[config.mk]
export PLATFORM = sky130hd
export DESIGN_NAME = shift_unit_arbiter
export DESIGN_NICKNAME = d
export VERILOG_FILES = /design/src/rtl/shift_unit_arbiter.sv
export SDC_FILE = /design/constraint.sdc
export NUM_CORES = 1
export LEC_CHECK = 0
export CORE_MARGIN = 2
export CORE_UTILIZATION = 47
export DETAILED_ROUTE_END_ITERATION = 8
export PLACE_DENSITY = 0.71
export REMOVE_ABC_BUFFERS = 1
export SLEW_MARGIN = 20
export SYNTH_ARGS = -nofsm -noshare
export SYNTH_HDL_FRONTEND = slang
export SYNTH_SLANG_ARGS = --single-unit
[constraint.sdc]
create_clock -name clk -period 8.85 [get_ports clk]
set_input_delay 2.2125 -clock clk [delete_from_list [all_inputs] [get_ports clk]]
set_output_delay 2.2125 -clock clk [all_outputs]
set_load 0.02 [all_outputs]
[src/rtl/shift_unit_arbiter.sv]
// shift_unit_arbiter
//   Two requesters share one WIDTH-bit shifter. The unit supports SLL, SRL and
//   SRA, plus an optional rotate-right. Arbitration between the requesters is
//   round-robin. A registered result stage holds each result until the
//   consumer takes it. Throughput is one operation per cycle.
//
//   Optional feature: define SHIFT_UNIT_ROTATE_EN to make op 2'b11 a
//   rotate-right. Without the macro, op 2'b11 behaves as SRL and no rotate
//   logic is built.
//
// Ports
//   clk                       rising-edge clock
//   rst                       synchronous active-high reset
//   req0_valid/ready/data/amt/op  requester 0 handshake and operands
//   req1_valid/ready/data/amt/op  requester 1 handshake and operands
//   rsp_valid/ready           result handshake
//   rsp_data                  registered shift result
//   rsp_id                    requester that owns rsp_data
//   busy                      result held (same as rsp_valid)
module shift_unit_arbiter #(
  parameter  int WIDTH = 32,
  localparam int SHW   = $clog2(WIDTH)
) (
  input  logic             clk,
  input  logic             rst,
  input  logic             req0_valid,
  output logic             req0_ready,
  input  logic [WIDTH-1:0] req0_data,
  input  logic [SHW-1:0]   req0_amt,
  input  logic [1:0]       req0_op,
  input  logic             req1_valid,
  output logic             req1_ready,
  input  logic [WIDTH-1:0] req1_data,
  input  logic [SHW-1:0]   req1_amt,
  input  logic [1:0]       req1_op,
  output logic             rsp_valid,
  input  logic             rsp_ready,
  output logic [WIDTH-1:0] rsp_data,
  output logic             rsp_id,
  output logic             busy
);

  typedef enum logic {EMPTY = 1'b0, FULL = 1'b1} state_t;

  state_t           state_r, state_s;
  logic             ptr_r;           // 0: req0 has priority under contention
  logic [WIDTH-1:0] data_r;
  logic             id_r;
  logic             can_accept_s;
  logic             grant0_s, grant1_s;
  logic [WIDTH-1:0] op_data_s;
  logic [SHW-1:0]   op_amt_s;
  logic [1:0]       op_op_s;
  logic [WIDTH-1:0] result_s;

  // Log2 staged shifter. Stage s shifts by 2**s when amt[s] is set.
  function automatic logic [WIDTH-1:0] shift_fn(input logic [WIDTH-1:0] data,
                                                input logic [SHW-1:0]   amt,
                                                input logic [1:0]       op);
    logic [WIDTH-1:0] res;
    int               sh;
    res = data;
    for (int s = 0; s < SHW; s++) begin
      sh = 1 << s;
      if (amt[s]) begin
        case (op)
          2'b00:   res = res << sh;
          2'b01:   res = res >> sh;
          2'b10:   res = $unsigned($signed(res) >>> sh);
`ifdef SHIFT_UNIT_ROTATE_EN
          2'b11:   res = (res >> sh) | (res << (WIDTH - sh));
`endif
          default: res = res >> sh;  // op 2'b11 falls back to SRL without rotate
        endcase
      end else begin
        res = res;
      end
    end
    return res;
  endfunction

  // Arbitration, operand select and next-state decode.
  always_comb begin
    can_accept_s = 1'b0;
    grant0_s     = 1'b0;
    grant1_s     = 1'b0;
    state_s      = state_r;
    // Ready is suppressed during reset so no grant can leak into the reset cycle.
    if (rst) begin
      can_accept_s = 1'b0;
    end else begin
      can_accept_s = (state_r == EMPTY) || rsp_ready;
    end
    if (can_accept_s) begin
      if (req0_valid && req1_valid) begin
        grant0_s = ~ptr_r;
        grant1_s = ptr_r;
      end else begin
        grant0_s = req0_valid;
        grant1_s = req1_valid;
      end
    end else begin
      grant0_s = 1'b0;
      grant1_s = 1'b0;
    end
    if (grant0_s || grant1_s) begin
      state_s = FULL;
    end else if ((state_r == FULL) && !rsp_ready) begin
      state_s = FULL;
    end else begin
      state_s = EMPTY;
    end
  end

  assign op_data_s = grant1_s ? req1_data : req0_data;
  assign op_amt_s  = grant1_s ? req1_amt  : req0_amt;
  assign op_op_s   = grant1_s ? req1_op   : req0_op;
  assign result_s  = shift_fn(op_data_s, op_amt_s, op_op_s);

  // State, priority pointer and result registers.
  always_ff @(posedge clk) begin
    if (rst) begin
      state_r <= EMPTY;
      ptr_r   <= 1'b0;
      data_r  <= {WIDTH{1'b0}};
      id_r    <= 1'b0;
    end else begin
      state_r <= state_s;
      if (grant0_s || grant1_s) begin
        data_r <= result_s;
        id_r   <= grant1_s;
        ptr_r  <= ~grant1_s;  // priority passes to the requester that lost
      end else begin
        data_r <= data_r;
        id_r   <= id_r;
        ptr_r  <= ptr_r;
      end
    end
  end

  assign req0_ready = grant0_s;
  assign req1_ready = grant1_s;
  assign rsp_valid  = (state_r == FULL);
  assign busy       = (state_r == FULL);
  assign rsp_data   = data_r;
  assign rsp_id     = id_r;

endmodule

==> impl_metrics.tcl <==
set metrics [dict create \
    pwr_density_cell_mw_per_mm2 116 \
    synth_top_cells_by_count "nor2_1 (120), nand2_1 (107), a21oi_1 (81)" \
    cts-root-buf "clkbuf_16" \
    fin_skew_ps 6.74 \
    end_kind "output pin" \
    drt_wl_total_um 35200 \
    areaGrowthSynthToFinish_pct 15.9 \
    outcome "finished clean" \
    required_ps 6640 \
    dp_hpwl_um 25800 \
    grt.overflow.total 0 \
    io_pins 120 \
    ys.flop_type "dfxtp_1" \
    final_core_util_pct 55.9 \
    reg2reg_from "busy$_SDFF_PP0_" \
    clk_pin_slew_ps 60 \
    grt_first_pass_wirelength_um 54100 \
    clock_latency_ps 290 \
    ys_warn_count 0 \
    htree_levels 2 \
    worstMarginPinSlew_ps 1080 \
    yosys.area.top_type "dfxtp_1" \
    via_count 9866 \
    clockBufferDepth 2 \
    grt_max_degree 58 \
    min_period_ps 7160 \
    grt_use_total_pct 38.8 \
    cts_sinks 35 \
    cp.arrival_ps 4950 \
    syn_avg_cell_area_um2 6.93 \
    cts_resized 0 \
    p_sw_share_pct 47.4 \
    drtPass1Iterations 7 \
    max_freq_ghz 0.140 \
    ys_seq_area_share_pct 9.11 \
    ant_nets 0 \
    p_int_uw 543 \
    cts_tree "done" \
    fp.coreArea_mm2 0.0159 \
    synth_area_mm2 0.00769 \
    timing.hold.ws_ps 472 \
    crit_fanout 29 \
    die_area_mm2 0.0174 \
    yosysMostFrequentCell "nor2_1" \
    netlist_instances 1109 \
    hp-start "rsp_data[3]$_SDFFE_PP0P_" \
    seqPwrFrac_pct 17.9 \
    start_util_pct 48.2 \
    cts_buffers 5 \
    worst_hold_path_type "register to register" \
    drive_gt1_share_pct 11.8 \
    drc 0 \
    finalHoldViolations 0 \
    synth-edff-count 0 \
    vdd.ir_drop.worst_uv 79.8 \
    final_net_count 1230 \
    wire_per_inst_um 25.8 \
    drt-initial-drc-count 1559 \
    synthArstFlopShare_pct 0 \
    rrSetupSlack_ps 4390 \
    maxSlewHeadroom_pct 27.7 \
    fp.dieH_um 132 \
    postCtsSetupBuffers 0 \
    p_clk_share_pct 20.5 \
    combPwrFrac_pct 61.6 \
    power_switching_uw 490 \
    grt_setup_unrepaired "false" \
    cp-startpoint "rst" \
    core.rowCount 46 \
    fp.dieW_um 132 \
    via_per_inst 7.23 \
    synthTopCellsByArea "dfxtp_1 (9.1%), mux2i_1 (6.8%), nor2_1 (5.9%), a21oi_1 (5.3%), nand2_1 (5.2%)" \
    synthDistinctLibCells 101 \
    setup_viol 0 \
    antenna_found_initial 0 \
    crit_type "input port to output pin" \
    power.leakage_uw 0.00309 \
    ys_ff_latch 35 \
    n_antenna_cell 0 \
    tns_ps 0 \
    synth_top_area_share_pct 9.11 \
    grt_pass1_vias 8966 \
    cap_violations 0 \
    portBuffers 119 \
    final_max_slew_viol_count 0 \
    finalCritPeriodShare_pct 81.0 \
    startpoint_type "input port" \
    postCtsHoldBufs 0 \
    globalplace.congestion 1.03 \
]
## path summary, 6_finish.rpt
path,to,cells past startpoint
min,rsp_data[3]$_SDFFE_PP0P_,2
max reg2reg,rsp_data[8]$_SDFFE_PP0P_,11
min reg2reg,rsp_data[3]$_SDFFE_PP0P_,2
max,req1_ready,6
## cell usage in the layout, fill, tap and decap left out, types with 8 or more instances in the layout
cell | synthesis | layout
mux2_2 | 26 | 26
a22oi_1 | 9 | 9
nor3_1 | 34 | 34
nand2_1 | 107 | 107
mux2i_1 | 52 | 51
nand2b_1 | 14 | 14
and3_1 | 11 | 11
buf_4 | 8 | 21
clkdlybuf4s50_1 | 0 | 117
nor2_1 | 120 | 120
o22ai_1 | 9 | 9
nand3_1 | 50 | 50
or3b_1 | 8 | 8
o21a_1 | 9 | 9
a21oi_1 | 81 | 81
dfxtp_1 | 35 | 35
inv_1 | 10 | 10
a31oi_1 | 42 | 42
o21ai_1 | 11 | 12
o211ai_1 | 26 | 26
a211o_1 | 8 | 8
or3b_2 | 17 | 17
a211oi_1 | 29 | 29
o21ai_0 | 75 | 74
nand4_1 | 14 | 14
nor2b_1 | 16 | 16
a311oi_1 | 11 | 11
## power groups by stage
stage | Sequential [uW] | Clock, uW | Combinational (uW)
after global routing | 187 | 219 | 668
after CTS | 185 | 211 | 614
after floorplan | 207 | 0 | 335
final | 185 | 212 | 636
after detailed placement | 188 | 0 | 612
after global placement | 188 | 0 | 614
## metrics by stage
step | cell area [um2] | power (uW) | setup slack (ps) | std cells
after global placement | 8740 | 801 | 1780 | 1356
final | 8910 | 1030 | 1690 | 1364
after global routing | 8910 | 1070 | 1550 | 1364
after floorplan | 7110 | 542 | 1580 | 1000
after detailed placement | 8740 | 799 | 1720 | 1356
after CTS | 8910 | 1010 | 1720 | 1364
## layout make-up
type / count / area [um2]
Fill cell: 1600 / 7030
Clock inverter: 2 / 35.0
Tap cell: 216 / 270
Clock buffer: 6 / 139
Sequential cell: 35 / 701
Timing Repair Buffer: 140 / 1340
Multi-Input combinational cell: 951 / 6370
Inverter: 14 / 55.1
## per-layer routing
metal	global-route usage, %	part of all wire (%)
met1	53.8	41
met2	59.9	44
met3	7.42	12
met4	13.5	4.0
met5	0	0
## kinds of logic after synthesis
logic type / synth area share [%]
simple gates: 29.1
compound gates: 39.0
flops: 9.11
buf+inv: 8.31
mux: 14.5
## state kept, by name, summed over array words and instances, names as in the netlist
name      flops
ptr_r         1
rsp_id        1
busy          1
rsp_data     32
## critical path, cell delays in order
cell             delay, ps
clkdlybuf4s50_1        400
buf_4                  240
inv_2                  390
nand4_4                430
inv_4                  550
clkdlybuf4s50_1        700
Note: power is estimated with default switching activity, not from simulation.
